===== config.mk =====
export PLATFORM = sky130hd
export DESIGN_NAME = register_file
export DESIGN_NICKNAME = d
export VERILOG_FILES = /design/src/rtl/register_file.sv
export SDC_FILE = /design/constraint.sdc
export NUM_CORES = 1
export LEC_CHECK = 0
export ABC_CLOCK_PERIOD_IN_PS = 1400
export CELL_PAD_IN_SITES_DETAIL_PLACEMENT = 1
export CELL_PAD_IN_SITES_GLOBAL_PLACEMENT = 2
export CORE_MARGIN = 1
export CORE_UTILIZATION = 33
export CTS_CLUSTER_DIAMETER = 200
export DETAILED_ROUTE_END_ITERATION = 10
export HOLD_SLACK_MARGIN = 0.05
export PLACE_DENSITY_LB_ADDON = 0.1
export SLEW_MARGIN = 25
export SYNTH_ARGS = -nofsm -noshare
export SYNTH_HDL_FRONTEND = slang
export SYNTH_SLANG_ARGS = --single-unit

===== constraint.sdc =====
create_clock -name clk -period 1.4 [get_ports clk]
set_clock_uncertainty 0.05 [all_clocks]
set_input_delay 0.21 -clock clk [delete_from_list [all_inputs] [get_ports clk]]
set_output_delay 0.21 -clock clk [all_outputs]
set_load 0.02 [all_outputs]

===== src/rtl/register_file.sv =====
// -----------------------------------------------------------------------------
// register_file
//   Bank of 2**W registers, each B bits wide, with one synchronous write port
//   and one combinational read port. The read path has no bypass. A read of the
//   address being written shows the old contents until the clock edge.
//
// Parameters
//   B       data width in bits (1..64)
//   W       address width in bits (1..8); register count is 2**W
//
// Ports
//   clk     single clock; all state changes on its rising edge
//   rst     synchronous reset, active-low; clears every register and
//           overrides a write issued in the same cycle
//   wr_en   write enable, active-high
//   w_addr  write address
//   w_data  write data
//   r_addr  read address, combinational
//   r_data  contents of register[r_addr]
// -----------------------------------------------------------------------------
module register_file #(
   parameter int B = 8,
   parameter int W = 2
) (
   input  logic         clk,
   input  logic         rst,
   input  logic         wr_en,
   input  logic [W-1:0] w_addr,
   input  logic [B-1:0] w_data,
   input  logic [W-1:0] r_addr,
   output logic [B-1:0] r_data
);

   localparam int N = 2 ** W;

   logic [B-1:0] regs_q [N];
   logic [B-1:0] regs_d [N];

   // Next state: hold everything, then overwrite only the addressed entry.
   always_comb begin
      for (int i = 0; i < N; i++) begin
         regs_d[i] = regs_q[i];
      end
      if (wr_en) begin
         regs_d[w_addr] = w_data;
      end
   end

   // Reset is checked first, so it discards any write issued in the same cycle.
   always_ff @(posedge clk) begin
      if (!rst) begin
         for (int i = 0; i < N; i++) begin
            regs_q[i] <= '0;
         end
      end else begin
         for (int i = 0; i < N; i++) begin
            regs_q[i] <= regs_d[i];
         end
      end
   end

   // Read straight from the registered state, so a same-address write is
   // not forwarded before the clock edge.
   assign r_data = regs_q[r_addr];

endmodule


* Word-level counts from Yosys, hierarchy flattened
Memory sizes are Yosys's and may differ from the RTL's.
Index checks and enable logic that the tools add are counted.
W data, S select, Z words.
** Operators by class
- Reductions and logical operators :: 1
- Bitwise gates (word level) :: 5
- $lt $le $gt $ge :: 2
- Mux-type cells :: 10
** Operator list (count)
- $mux W8 :: 5
- $bwmux W32 :: 1
- $mux W32 :: 1
- $demux W8 S2 :: 1
- $or A1 B1 Y1 :: 4
- $ge A3 B3 Y1 const B :: 1
- $lt A3 B1 Y1 const B :: 1
- $not A2 Y3 :: 1
- $mux W1 :: 2
- $logic_and A1 B1 Y1 :: 1
** Word-level totals
- Memories :: 1
- Logic and storage cells :: 19
- Output and inout bits :: 8
- Register bits :: 0
- RAM bits :: 32
** Memory list
- regs_q :: words 4, width 8, read ports 5, clocked after memory_dff 0, write ports 4, line 36 : logic [B-1:0] regs_q [N];

* Logic depth before layout (Yosys ltp)
Gate-level depths: netlist of run 1.
- Word-level depth :: 8
- Gate-level depth with buffers :: 3

* Worst setup path after synthesis of run 1
No wires, ideal clock.
- Path type :: input -> output
- From :: in r_addr[1]
- To :: out r_data[1]
- Stages :: 2
- Setup slack :: 0.123 ns
- Required time :: 1.140 ns
- Arrival time :: 1.017 ns
- Path through :: buf_2 > mux4_2
** On the way
- Cells in the longest elaborated chain, start to end :: 1
** Ends and longest elaborated chain
- from (decl) :: line 30 : input logic [W-1:0] r_addr,
- $mem_v2 Z4 W8
- to (decl) :: line 31 : output logic [B-1:0] r_data
Every way passes these cells.

==> run_summary.xml, run 1 <==
<?xml version="1.0" encoding="UTF-8"?>
<metrics>
  <group name="clocking">
    <metric name="cts_made_buffers" unit="">5</metric>
    <metric name="path_clk_slew" unit="ns">0.07</metric>
    <metric name="clk-insertion-delay-late" unit="ns">0.27</metric>
    <metric name="tritoncts_clock_tree" unit="">yes</metric>
    <metric name="htree_levels" unit="">2</metric>
    <metric name="max-clock-path-buffers" unit="">2</metric>
    <metric name="clk_root_buffer_cell" unit="">clkbuf_8</metric>
    <metric name="cts_num_sinks" unit="">32</metric>
  </group>
  <group name="timing">
    <metric name="maxClockFrequency" unit="MHz">671</metric>
    <metric name="worst_slack" unit="ns">-0.0906</metric>
    <metric name="final-setup-viol-count" unit="">8</metric>
    <metric name="fin_crit_sh" unit="%">106</metric>
    <metric name="rsz0062_at_grt" unit="">yes</metric>
    <metric name="drv_slew" unit="">0</metric>
    <metric name="max_slew_margin" unit="%">86.6</metric>
    <metric name="timing.final.hold_violations" unit="">0</metric>
    <metric name="transition_time_of_the_tightest_slew_check_pin" unit="ns">0.201</metric>
    <metric name="post-route-min-period" unit="ns">1.49</metric>
  </group>
  <group name="detailed_routing">
    <metric name="wl" unit="um">3290</metric>
    <metric name="post-route-drc-count" unit="">0</metric>
    <metric name="wl_per_cell" unit="um">15.8</metric>
    <metric name="drt-pass1-iter-count" unit="">4</metric>
    <metric name="antenna_left" unit="">0</metric>
    <metric name="drt_first_iter_violations" unit="">66</metric>
    <metric name="vias" unit="">1019</metric>
    <metric name="detail_route.vias_per_cell" unit="">4.90</metric>
  </group>
  <group name="placement">
    <metric name="postPlaceCellArea" unit="um2">1750</metric>
    <metric name="post-dp-hpwl" unit="um">2240</metric>
    <metric name="finalWeightedCongestion" unit="">0.681</metric>
    <metric name="buffer_ports.inserted" unit="">22</metric>
    <metric name="place.detailed.instances" unit="">199</metric>
  </group>
  <group name="yosys">
    <metric name="yosys_warnings" unit="">0</metric>
    <metric name="syn_area" unit="um2">1370</metric>
    <metric name="post-synth-top-area-fraction" unit="%">46.8</metric>
    <metric name="synth_area_leader_cell" unit="">dfxtp_1</metric>
    <metric name="post_synth_num_cell_types" unit="">12</metric>
    <metric name="synth_area_leaders" unit="">dfxtp_1 47%, mux2i_1 23%, mux4_2 13%</metric>
    <metric name="synth_nets" unit="">140</metric>
    <metric name="synth.ff_latch_count" unit="">32</metric>
    <metric name="netlist_instances" unit="">125</metric>
    <metric name="synth-seq-area-share" unit="%">46.8</metric>
    <metric name="synthesis.area_per_instance" unit="um2">10.9</metric>
  </group>
  <group name="power">
    <metric name="power_frac_seq" unit="%">49.4</metric>
    <metric name="power.switching" unit="W">0.000465</metric>
    <metric name="p_sw_share" unit="%">24.0</metric>
    <metric name="pwr-share-comb" unit="%">13.0</metric>
    <metric name="power.share.clock" unit="%">37.5</metric>
    <metric name="cell_internal_pwr" unit="W">0.00148</metric>
    <metric name="p_leak" unit="nW">0.847</metric>
    <metric name="vdd_ir_drop_max" unit="V">0.000440</metric>
    <metric name="power.density_cell_area" unit="nW/um2">1040</metric>
  </group>
  <group name="setup_path">
    <metric name="critPathLaunch" unit="">regs_q[1][6]</metric>
    <metric name="critPathLaunchType" unit="">flip-flop</metric>
    <metric name="crit_end_element" unit="">output port</metric>
    <metric name="cp_data_arrival_time" unit="ns">1.23</metric>
    <metric name="path_class" unit="">flip-flop to output port</metric>
    <metric name="worst_ep_required_time" unit="ns">1.14</metric>
    <metric name="path_max_fanout" unit="">2</metric>
    <metric name="regToRegEndpoint" unit="">regs_q[3][6]</metric>
    <metric name="reg2reg_setup_slack" unit="ns">0.68</metric>
    <metric name="worst_r2r_path_depth" unit="">3</metric>
    <metric name="r2r-start" unit="">regs_q[3][6]</metric>
  </group>
  <group name="global_route">
    <metric name="globalRoute.totalOverflow" unit="">0</metric>
    <metric name="first_global_vias" unit="">1108</metric>
    <metric name="grt_max_degree" unit="">41</metric>
    <metric name="first_pass_grt_wire_length" unit="um">5270</metric>
    <metric name="grt_util_all_layers" unit="%">17.1</metric>
    <metric name="antenna_found_initial" unit="">0</metric>
  </group>
  <group name="hold_path">
    <metric name="hp-start" unit="">regs_q[3][0]</metric>
    <metric name="min_delay_path_depth" unit="">2</metric>
    <metric name="hold_class" unit="">flip-flop to flip-flop</metric>
    <metric name="hold_end" unit="">regs_q[3][0]</metric>
  </group>
  <group name="die">
    <metric name="die_y" unit="um">66.4</metric>
    <metric name="placement_rows" unit="">23</metric>
    <metric name="die_width" unit="um">66.4</metric>
    <metric name="num_io_pins" unit="">23</metric>
    <metric name="core_region_area" unit="um2">4000</metric>
    <metric name="die-area" unit="um2">4410</metric>
    <metric name="initial_standard_cell_utilization_of_the_core" unit="%">34.2</metric>
  </group>
  <group name="layout">
    <metric name="largest_regs" unit="">regs_q (32)</metric>
    <metric name="largest_register" unit="">regs_q</metric>
    <metric name="final_cells" unit="">208</metric>
    <metric name="flip_flop_count_of_the_largest_register_after_layout" unit="">32</metric>
    <metric name="finish.net_count" unit="">172</metric>
    <metric name="finalInstanceArea" unit="um2">1870</metric>
    <metric name="area.growth.synth_to_final" unit="%">36.7</metric>
    <metric name="layout-drive-gt1-share" unit="%">27.8</metric>
    <metric name="antenna-diode-count" unit="">0</metric>
  </group>
  <group name="run_status">
    <metric name="violations" unit="">setup timing</metric>
    <metric name="status" unit="">complete, but fails checks</metric>
  </group>
  <group name="run">
    <metric name="cap_violations" unit="">0</metric>
  </group>
</metrics>
## worst max path at each step
stage / cells past startpoint / to / slack (ns)
finish: 2 / r_data[6] / -0.09
global route: 2 / r_data[6] / -0.13
CTS: 2 / r_data[1] / -0.1
detailed placement: 4 / r_data[5] / -0.78
global placement: 4 / r_data[1] / -0.77
floorplan: 2 / r_data[1] / 0.12
## worst max-delay path, cell delays in order (launching register included)
cell and delay [ns]:
dfxtp_1 0.32, mux4_2 0.48, buf_6 0.15
## per-stage QoR
| step | hold WS (ns) | util (%) | worst slack, ns | total power [W] | TNS, ns |
|---|---|---|---|---|---|
| floorplan | 0.364 | - | 0.123 | 0.00110 | 0 |
| global placement | 0.389 | 43.7 | -0.773 | 0.00122 | -7.37 |
| global route | 0.427 | 46.7 | -0.125 | 0.00203 | -0.878 |
| detailed placement | 0.404 | 43.7 | -0.782 | 0.00123 | -7.90 |
| finish | 0.410 | 46.7 | -0.0906 | 0.00194 | -0.612 |
| CTS | 0.415 | 46.6 | -0.0999 | 0.00197 | -0.685 |
## cell type report
type / instances / area, um2
flip-flops and latches: 32 / 649
multi-input cells: 84 / 681
repair buffers: 34 / 384
clock buffers: 6 / 82.6
fillers: 447 / 2130
well taps: 50 / 62.6
clock inverters: 2 / 10.0
## cell usage in the layout (no fill, tap or decap), drive strengths merged
cell | synthesis | layout
clkdlybuf4s15 | 0 | 2
clkinv | 0 | 2
dfxtp | 32 | 32
mux2i | 32 | 32
and3b | 1 | 1
nand3 | 1 | 1
clkbuf | 3 | 6
mux4 | 8 | 8
clkdlybuf4s50 | 0 | 12
nand3b | 1 | 1
or3b | 1 | 1
nand2 | 40 | 40
buf | 6 | 20
## power groups by stage
stage	clock [W]	sequential, W	combinational (W)
3_5_place_dp	0	0.000979	0.000251
2_1_floorplan	0	0.000973	0.000129
5_1_grt	0.000793	0.000963	0.000272
4_1_cts	0.000750	0.000959	0.000257
3_3_place_gp	0	0.000977	0.000244
6_report	0.000729	0.000960	0.000253
## Yosys cell counts
| cell type | instances |
|---|---|
| and3b_1 | 1 |
| buf_1 | 1 |
| buf_2 | 4 |
| buf_6 | 1 |
| clkbuf_1 | 3 |
| dfxtp_1 | 32 |
| mux2i_1 | 32 |
| mux4_2 | 8 |
| nand2_1 | 40 |
| nand3_1 | 1 |
| nand3b_1 | 1 |
| or3b_1 | 1 |
## what timing repair did
item	in CTS	in global routing
hold buffers	0	0
buffers inserted	1	0
resized for setup	56	4
pin swaps	0	0
gates cloned	0	0
endpoints found under the setup margin	8	8
## kinds of logic (layout without fill, tap and decap cells)
kind of cell	Yosys count	count (layout)	share of synthesized area, %
and+or+nand+nor	44	44	13.2
muxes	40	40	36.6
DFF	32	32	46.8
buffers and inverters	9	42	3.38
## routing by layer
layer | vias up | GRT usage [%] | routed length (um)
li1 | 493 | - | -
met2 | 22 | 28.7 | 1640
met4 | 0 | 8.51 | 77
met3 | 7 | 5.34 | 127
met5 | - | 0 | 0
met1 | 497 | 19.5 | 1440
Power figures use the tool's default switching activity.
==> run 2: changes to the inputs <==
--- a/config.mk
+++ b/config.mk
@@ -5,11 +5,11 @@
 export SDC_FILE = /design/constraint.sdc
 export NUM_CORES = 1
 export LEC_CHECK = 0
-export ABC_CLOCK_PERIOD_IN_PS = 1400
+export ABC_CLOCK_PERIOD_IN_PS = 1900
 export CELL_PAD_IN_SITES_DETAIL_PLACEMENT = 1
 export CELL_PAD_IN_SITES_GLOBAL_PLACEMENT = 2
 export CORE_MARGIN = 1
-export CORE_UTILIZATION = 33
+export CORE_UTILIZATION = 36
 export CTS_CLUSTER_DIAMETER = 200
 export DETAILED_ROUTE_END_ITERATION = 10
 export HOLD_SLACK_MARGIN = 0.05
==> constraint.sdc (replaced) <==
create_clock -name clk -period 1.9 [get_ports clk]
set_clock_uncertainty 0.05 [all_clocks]
set_input_delay 0.285 -clock clk [delete_from_list [all_inputs] [get_ports clk]]
set_output_delay 0.285 -clock clk [all_outputs]
set_load 0.02 [all_outputs]
==> run 2 against run 1 <==
The flow now finishes without violations. Final area is 5.6% lower. First-iteration DRC count fell by 55%. Sequential cell count did not move. Sequential share of layout area grew 1.5 points. Clock power is 11% lower. Register-to-register slack gained 0.56 ns. Largest cell class unchanged. Core utilization is 1.5 points higher. Sequential power fell by 26%. Die area decreased by 8.1%. Cell count down 2.4%.
==> run_summary.xml, run 2 (synthesized netlist as in run 1, its figures left out) <==
<?xml version="1.0" encoding="UTF-8"?>
<metrics>
  <group name="run_status">
    <metric name="status" unit="">complete, no violations</metric>
  </group>
  <group name="layout">
    <metric name="mostFrequentLayoutCells" unit="">40 x nand2_1, 32 x mux2i_1, 32 x dfxtp_1</metric>
    <metric name="flip_flop_count_of_the_largest_register_after_layout" unit="">32</metric>
    <metric name="largest_register" unit="">regs_q</metric>
    <metric name="largest_regs" unit="">regs_q (32)</metric>
    <metric name="antenna-diode-count" unit="">0</metric>
    <metric name="mostFrequentLayoutCell" unit="">nand2_1</metric>
    <metric name="finalInstanceArea" unit="um2">1770</metric>
    <metric name="finish.net_count" unit="">169</metric>
    <metric name="area.growth.synth_to_final" unit="%">29.1</metric>
    <metric name="layout-drive-gt1-share" unit="%">21.3</metric>
  </group>
  <group name="setup_path">
    <metric name="critPathLaunchType" unit="">input port</metric>
    <metric name="crit_end_element" unit="">output port</metric>
    <metric name="ordered_list_of_cells_on_the_worst_path" unit="">dlygate4sd2_1 &gt; mux4_2 &gt; buf_2</metric>
    <metric name="worst_path_slowest_cell" unit="">mux4_2</metric>
    <metric name="cp_data_arrival_time" unit="ns">1.37</metric>
    <metric name="crit_path_max_incr_delay" unit="ns">0.55</metric>
    <metric name="path_class" unit="">input port to output port</metric>
    <metric name="worst_ep_required_time" unit="ns">1.56</metric>
    <metric name="path_max_fanout" unit="">4</metric>
    <metric name="reg2reg_setup_slack" unit="ns">1.24</metric>
  </group>
  <group name="clocking">
    <metric name="clk-insertion-delay-late" unit="ns">0.28</metric>
    <metric name="hold_buffers" unit="">0</metric>
    <metric name="path_clk_slew" unit="ns">0.07</metric>
    <metric name="cts_num_sinks" unit="">32</metric>
    <metric name="max-clock-path-buffers" unit="">2</metric>
    <metric name="tritoncts_clock_tree" unit="">yes</metric>
    <metric name="clk_root_buffer_cell" unit="">clkbuf_8</metric>
    <metric name="htree_levels" unit="">2</metric>
    <metric name="cts_made_buffers" unit="">5</metric>
  </group>
  <group name="die">
    <metric name="die-area" unit="um2">4050</metric>
    <metric name="num_io_pins" unit="">23</metric>
    <metric name="die_width" unit="um">63.6</metric>
    <metric name="die_y" unit="um">63.6</metric>
    <metric name="initial_standard_cell_utilization_of_the_core" unit="%">37.4</metric>
    <metric name="core_region_area" unit="um2">3660</metric>
    <metric name="placement_rows" unit="">22</metric>
  </group>
  <group name="power">
    <metric name="power.density_cell_area" unit="nW/um2">860</metric>
    <metric name="power.switching" unit="W">0.000351</metric>
    <metric name="power" unit="W">0.00152</metric>
    <metric name="power.share.clock" unit="%">42.7</metric>
    <metric name="p_leak" unit="nW">0.812</metric>
    <metric name="pwr-share-comb" unit="%">10.8</metric>
    <metric name="cell_internal_pwr" unit="W">0.00117</metric>
    <metric name="p_sw_share" unit="%">23.1</metric>
    <metric name="power_frac_seq" unit="%">46.5</metric>
    <metric name="vdd_ir_drop_max" unit="V">0.000514</metric>
  </group>
  <group name="detailed_routing">
    <metric name="drt-pass1-iter-count" unit="">4</metric>
    <metric name="wl" unit="um">3140</metric>
    <metric name="vias" unit="">1012</metric>
    <metric name="drt_first_iter_violations" unit="">30</metric>
    <metric name="detail_route.vias_per_cell" unit="">4.99</metric>
    <metric name="wl_per_cell" unit="um">15.5</metric>
    <metric name="post-route-drc-count" unit="">0</metric>
    <metric name="antenna_left" unit="">0</metric>
  </group>
  <group name="hold_path">
    <metric name="hold_class" unit="">flip-flop to flip-flop</metric>
  </group>
  <group name="timing">
    <metric name="max_slew_margin" unit="%">82.4</metric>
    <metric name="final-setup-viol-count" unit="">0</metric>
    <metric name="worst_slack" unit="ns">0.199</metric>
    <metric name="rsz0062_at_grt" unit="">no</metric>
    <metric name="fin_crit_sh" unit="%">89.5</metric>
    <metric name="timing.final.hold_violations" unit="">0</metric>
    <metric name="transition_time_of_the_tightest_slew_check_pin" unit="ns">0.264</metric>
    <metric name="drv_slew" unit="">0</metric>
    <metric name="maxClockFrequency" unit="MHz">588</metric>
    <metric name="hold_slack" unit="ns">0.406</metric>
    <metric name="setup_tns_final" unit="ns">0</metric>
    <metric name="post-route-min-period" unit="ns">1.70</metric>
  </group>
  <group name="global_route">
    <metric name="grt_max_degree" unit="">41</metric>
    <metric name="grt_util_all_layers" unit="%">17.6</metric>
    <metric name="globalRoute.totalOverflow" unit="">0</metric>
    <metric name="first_pass_grt_wire_length" unit="um">5260</metric>
    <metric name="first_global_vias" unit="">1097</metric>
    <metric name="antenna_found_initial" unit="">0</metric>
  </group>
  <group name="placement">
    <metric name="detailedPlace.worstSlack" unit="ns">-0.456</metric>
    <metric name="postPlaceCellArea" unit="um2">1690</metric>
    <metric name="buffer_ports.inserted" unit="">22</metric>
    <metric name="post-dp-hpwl" unit="um">2220</metric>
    <metric name="finalWeightedCongestion" unit="">0.663</metric>
  </group>
  <group name="run">
    <metric name="cap_violations" unit="">0</metric>
  </group>
</metrics>
run 2: cell count changes in the layout (fill, tap and decap cells not counted), sizes merged:
cell	before	now
clkinvlp	0	1
clkdlybuf4s15	2	0
dlygate4sd2	0	2
buf	20	17
clkinv	2	1
clkbuf	6	5
bufinv	0	1
run 2: final cells by class:
| type | count | area, um2 |
|---|---|---|
| Clock buffer | 5 | 68.8 |
| Clock inverter | 3 | 42.5 |
| Fill cell | 421 | 1900 |
| Multi-Input combinational cell | 84 | 681 |
| Sequential cell | 32 | 641 |
| Tap cell | 48 | 60.1 |
| Timing Repair Buffer | 31 | 273 |
run 2: worst paths after layout:
check / to / cells after the start / from
worst max register to register: regs_q[0][7] / 2 / regs_q[0][7]
worst min-delay path: regs_q[1][4] / 2 / regs_q[1][4]
worst max-delay path: r_data[0] / 3 / r_addr[0]
worst min register to register: regs_q[1][4] / 2 / regs_q[1][4]
run 2: metrics by stage:
stage               std cells  utilization [%]
global placement          195             46.3
detailed placement        195             46.3
floorplan                 125                -
CTS                       203             48.2
finish                    203             48.2
global route              203             48.2
run 2: metal layers:
| metal | up-vias | GRT usage (%) | wire length (um) |
|---|---|---|---|
| met3 | 7 | 4.35 | 80 |
| li1 | 487 | - | - |
| met4 | 0 | 6.82 | 57 |
| met5 | - | 0 | 0 |
| met2 | 13 | 31.1 | 1650 |
| met1 | 505 | 20.2 | 1360 |
run 2: worst max-delay path, delay by kind of cell:
kind / cells / cell delay (ns)
buffers and inverters: 2 / 0.53
muxes: 1 / 0.55
run 2: power by group through the flow:
| stage | sequential [W] | clock, W | combinational (W) |
|---|---|---|---|
| after CTS | 0.000706 | 0.000666 | 0.000168 |
| after global placement | 0.000720 | 0 | 0.000169 |
| after floorplan | 0.000717 | 0 | 0.0000950 |
| final | 0.000706 | 0.000649 | 0.000164 |
| after global routing | 0.000708 | 0.000702 | 0.000178 |
| after detailed placement | 0.000721 | 0 | 0.000176 |
run 2: timing repair:
action,4_1_cts,5_1_grt
resized for setup,35,0
setup buffers,0,0
endpoints found under the setup margin,8,0
==> run 3: changes to the inputs <==
--- a/config.mk
+++ b/config.mk
@@ -13,7 +13,9 @@
 export CTS_CLUSTER_DIAMETER = 200
 export DETAILED_ROUTE_END_ITERATION = 10
 export HOLD_SLACK_MARGIN = 0.05
+export MAX_ROUTING_LAYER = met4
 export PLACE_DENSITY_LB_ADDON = 0.1
+export SETUP_SLACK_MARGIN = 0.4
 export SLEW_MARGIN = 25
 export SYNTH_ARGS = -nofsm -noshare
 export SYNTH_HDL_FRONTEND = slang
==> run 3 against run 2 <==
Global-route usage is 0.62 points higher. Final area is 3.7% higher. Critical path type is now flip-flop to output port. Worst hold slack hardly changed. Register-to-register slack worse by 0.06 ns. Largest cell class unchanged. Routed wire length is 0.19% higher. Via count is 0.99% higher.
==> run_summary.xml, run 3 (synthesized netlist as in run 1, its figures left out) <==
<?xml version="1.0" encoding="UTF-8"?>
<metrics>
  <group name="placement">
    <metric name="detailedPlace.worstSlack" unit="ns">-0.456</metric>
    <metric name="buffer_ports.inserted" unit="">22</metric>
    <metric name="finalWeightedCongestion" unit="">0.669</metric>
    <metric name="post-dp-hpwl" unit="um">2220</metric>
  </group>
  <group name="hold_path">
    <metric name="min_delay_path_depth" unit="">2</metric>
    <metric name="hold_class" unit="">flip-flop to flip-flop</metric>
  </group>
  <group name="die">
    <metric name="initial_standard_cell_utilization_of_the_core" unit="%">37.4</metric>
    <metric name="die_width" unit="um">63.6</metric>
    <metric name="die-area" unit="um2">4050</metric>
    <metric name="num_io_pins" unit="">23</metric>
    <metric name="core_region_area" unit="um2">3660</metric>
    <metric name="die_y" unit="um">63.6</metric>
    <metric name="placement_rows" unit="">22</metric>
  </group>
  <group name="clocking">
    <metric name="hold_buffers" unit="">0</metric>
    <metric name="clk_root_buffer_cell" unit="">clkbuf_8</metric>
    <metric name="clk-insertion-delay-late" unit="ns">0.28</metric>
    <metric name="path_clk_slew" unit="ns">0.07</metric>
    <metric name="cts_num_sinks" unit="">32</metric>
    <metric name="cts_made_buffers" unit="">5</metric>
    <metric name="max-clock-path-buffers" unit="">2</metric>
    <metric name="htree_levels" unit="">2</metric>
    <metric name="tritoncts_clock_tree" unit="">yes</metric>
  </group>
  <group name="power">
    <metric name="power" unit="W">0.00153</metric>
    <metric name="power.share.clock" unit="%">42.2</metric>
    <metric name="power_frac_seq" unit="%">46.3</metric>
    <metric name="power.switching" unit="W">0.000349</metric>
    <metric name="p_sw_share" unit="%">22.9</metric>
    <metric name="power.density_cell_area" unit="nW/um2">834</metric>
    <metric name="vdd_ir_drop_max" unit="V">0.000515</metric>
    <metric name="pwr-share-comb" unit="%">11.5</metric>
    <metric name="cell_internal_pwr" unit="W">0.00118</metric>
    <metric name="p_leak" unit="nW">0.830</metric>
  </group>
  <group name="setup_path">
    <metric name="worst_r2r_path_depth" unit="">3</metric>
    <metric name="cp_data_arrival_time" unit="ns">1.24</metric>
    <metric name="worst_ep_required_time" unit="ns">1.56</metric>
    <metric name="critPathLaunchType" unit="">flip-flop</metric>
    <metric name="path_max_fanout" unit="">2</metric>
    <metric name="reg2reg_setup_slack" unit="ns">1.18</metric>
    <metric name="crit_end_element" unit="">output port</metric>
    <metric name="path_class" unit="">flip-flop to output port</metric>
  </group>
  <group name="detailed_routing">
    <metric name="wl_per_cell" unit="um">15.4</metric>
    <metric name="vias" unit="">1022</metric>
    <metric name="drt_first_iter_violations" unit="">36</metric>
    <metric name="drt-pass1-iter-count" unit="">3</metric>
    <metric name="detail_route.vias_per_cell" unit="">4.99</metric>
    <metric name="antenna_left" unit="">0</metric>
    <metric name="wl" unit="um">3150</metric>
    <metric name="post-route-drc-count" unit="">0</metric>
  </group>
  <group name="layout">
    <metric name="layout-drive-gt1-share" unit="%">28.7</metric>
    <metric name="largest_regs" unit="">regs_q (32)</metric>
    <metric name="largest_register" unit="">regs_q</metric>
    <metric name="area.growth.synth_to_final" unit="%">33.9</metric>
    <metric name="mostFrequentLayoutCells" unit="">40 x nand2_1, 32 x mux2i_1, 24 x dfxtp_1</metric>
    <metric name="mostFrequentLayoutCell" unit="">nand2_1</metric>
    <metric name="flip_flop_count_of_the_largest_register_after_layout" unit="">32</metric>
    <metric name="utilization" unit="%">50.0</metric>
    <metric name="antenna-diode-count" unit="">0</metric>
    <metric name="finish.net_count" unit="">171</metric>
  </group>
  <group name="timing">
    <metric name="worst_slack" unit="ns">0.326</metric>
    <metric name="final-setup-viol-count" unit="">0</metric>
    <metric name="maxClockFrequency" unit="MHz">635</metric>
    <metric name="transition_time_of_the_tightest_slew_check_pin" unit="ns">0.183</metric>
    <metric name="fin_crit_sh" unit="%">82.9</metric>
    <metric name="drv_slew" unit="">0</metric>
    <metric name="rsz0062_at_grt" unit="">yes</metric>
    <metric name="max_slew_margin" unit="%">87.8</metric>
    <metric name="timing.final.hold_violations" unit="">0</metric>
    <metric name="post-route-min-period" unit="ns">1.57</metric>
  </group>
  <group name="run_status">
    <metric name="status" unit="">complete, no violations</metric>
  </group>
  <group name="global_route">
    <metric name="first_global_vias" unit="">1098</metric>
    <metric name="globalRoute.totalOverflow" unit="">0</metric>
    <metric name="first_pass_grt_wire_length" unit="um">5270</metric>
    <metric name="antenna_found_initial" unit="">0</metric>
    <metric name="grt_util_all_layers" unit="%">18.3</metric>
    <metric name="grt_max_degree" unit="">41</metric>
  </group>
  <group name="run">
    <metric name="cap_violations" unit="">0</metric>
  </group>
</metrics>
## run 3: changes by cell type in the layout (fill, tap and decap cells not counted)
cell           before  now
buf_2               7    2
dfxtp_2             0    8
dfxtp_1            32   24
dlygate4sd2_1       2    0
buf_6               0    8
buf_4               8    9
## run 3: worst paths after layout
path                        to    startpoint
setup / recovery     r_data[0]  regs_q[3][0]
hold / removal    regs_q[1][4]  regs_q[1][4]
setup reg to reg  regs_q[1][2]  regs_q[1][2]
hold reg to reg   regs_q[1][4]  regs_q[1][4]
## run 3: critical path, cell delays in order (launching register included)
cell,delay [ns]
dfxtp_2,0.32
mux4_2,0.48
buf_6,0.15
## run 3: metal layers
| layer | wire, um | up-vias | track usage [%] |
|---|---|---|---|
| met5 | 0 | - | - |
| li1 | - | 493 | - |
| met2 | 1690 | 12 | 31.1 |
| met3 | 77 | 4 | 6.52 |
| met4 | 25 | 0 | 4.26 |
| met1 | 1360 | 513 | 20.2 |
## run 3: metrics by stage
step                instance area (um2)  cells  hold slack [ns]  setup TNS [ns]
floorplan                          1370    125            0.382               0
global placement                   1690    195            0.390           -3.33
detailed placement                 1690    195            0.402           -3.41
CTS                                1810    204            0.412               0
global route                       1830    205            0.437               0
finish                             1830    205            0.406               0
## run 3: repair_timing
item,CTS,global route
cloned,0,0
endpoints found under the setup margin,8,8
buffers inserted,1,1
gates resized for setup,58,7
## run 3: area by class of cell
| type | instances | area (um2) |
|---|---|---|
| clock buffer | 5 | 68.8 |
| clock inverter | 3 | 42.5 |
| fill | 409 | 1830 |
| multi-input combinational | 84 | 681 |
| sequential | 32 | 651 |
| tap | 48 | 60.1 |
| timing repair buffer | 33 | 328 |
## run 3: power by group through the flow
stage	sequential, W	combinational, W	clock (W)
4_1_cts	0.000706	0.000178	0.000666
3_5_place_dp	0.000721	0.000176	0
3_3_place_gp	0.000720	0.000169	0
6_report	0.000707	0.000175	0.000645
2_1_floorplan	0.000717	0.0000950	0
5_1_grt	0.000709	0.000190	0.000705
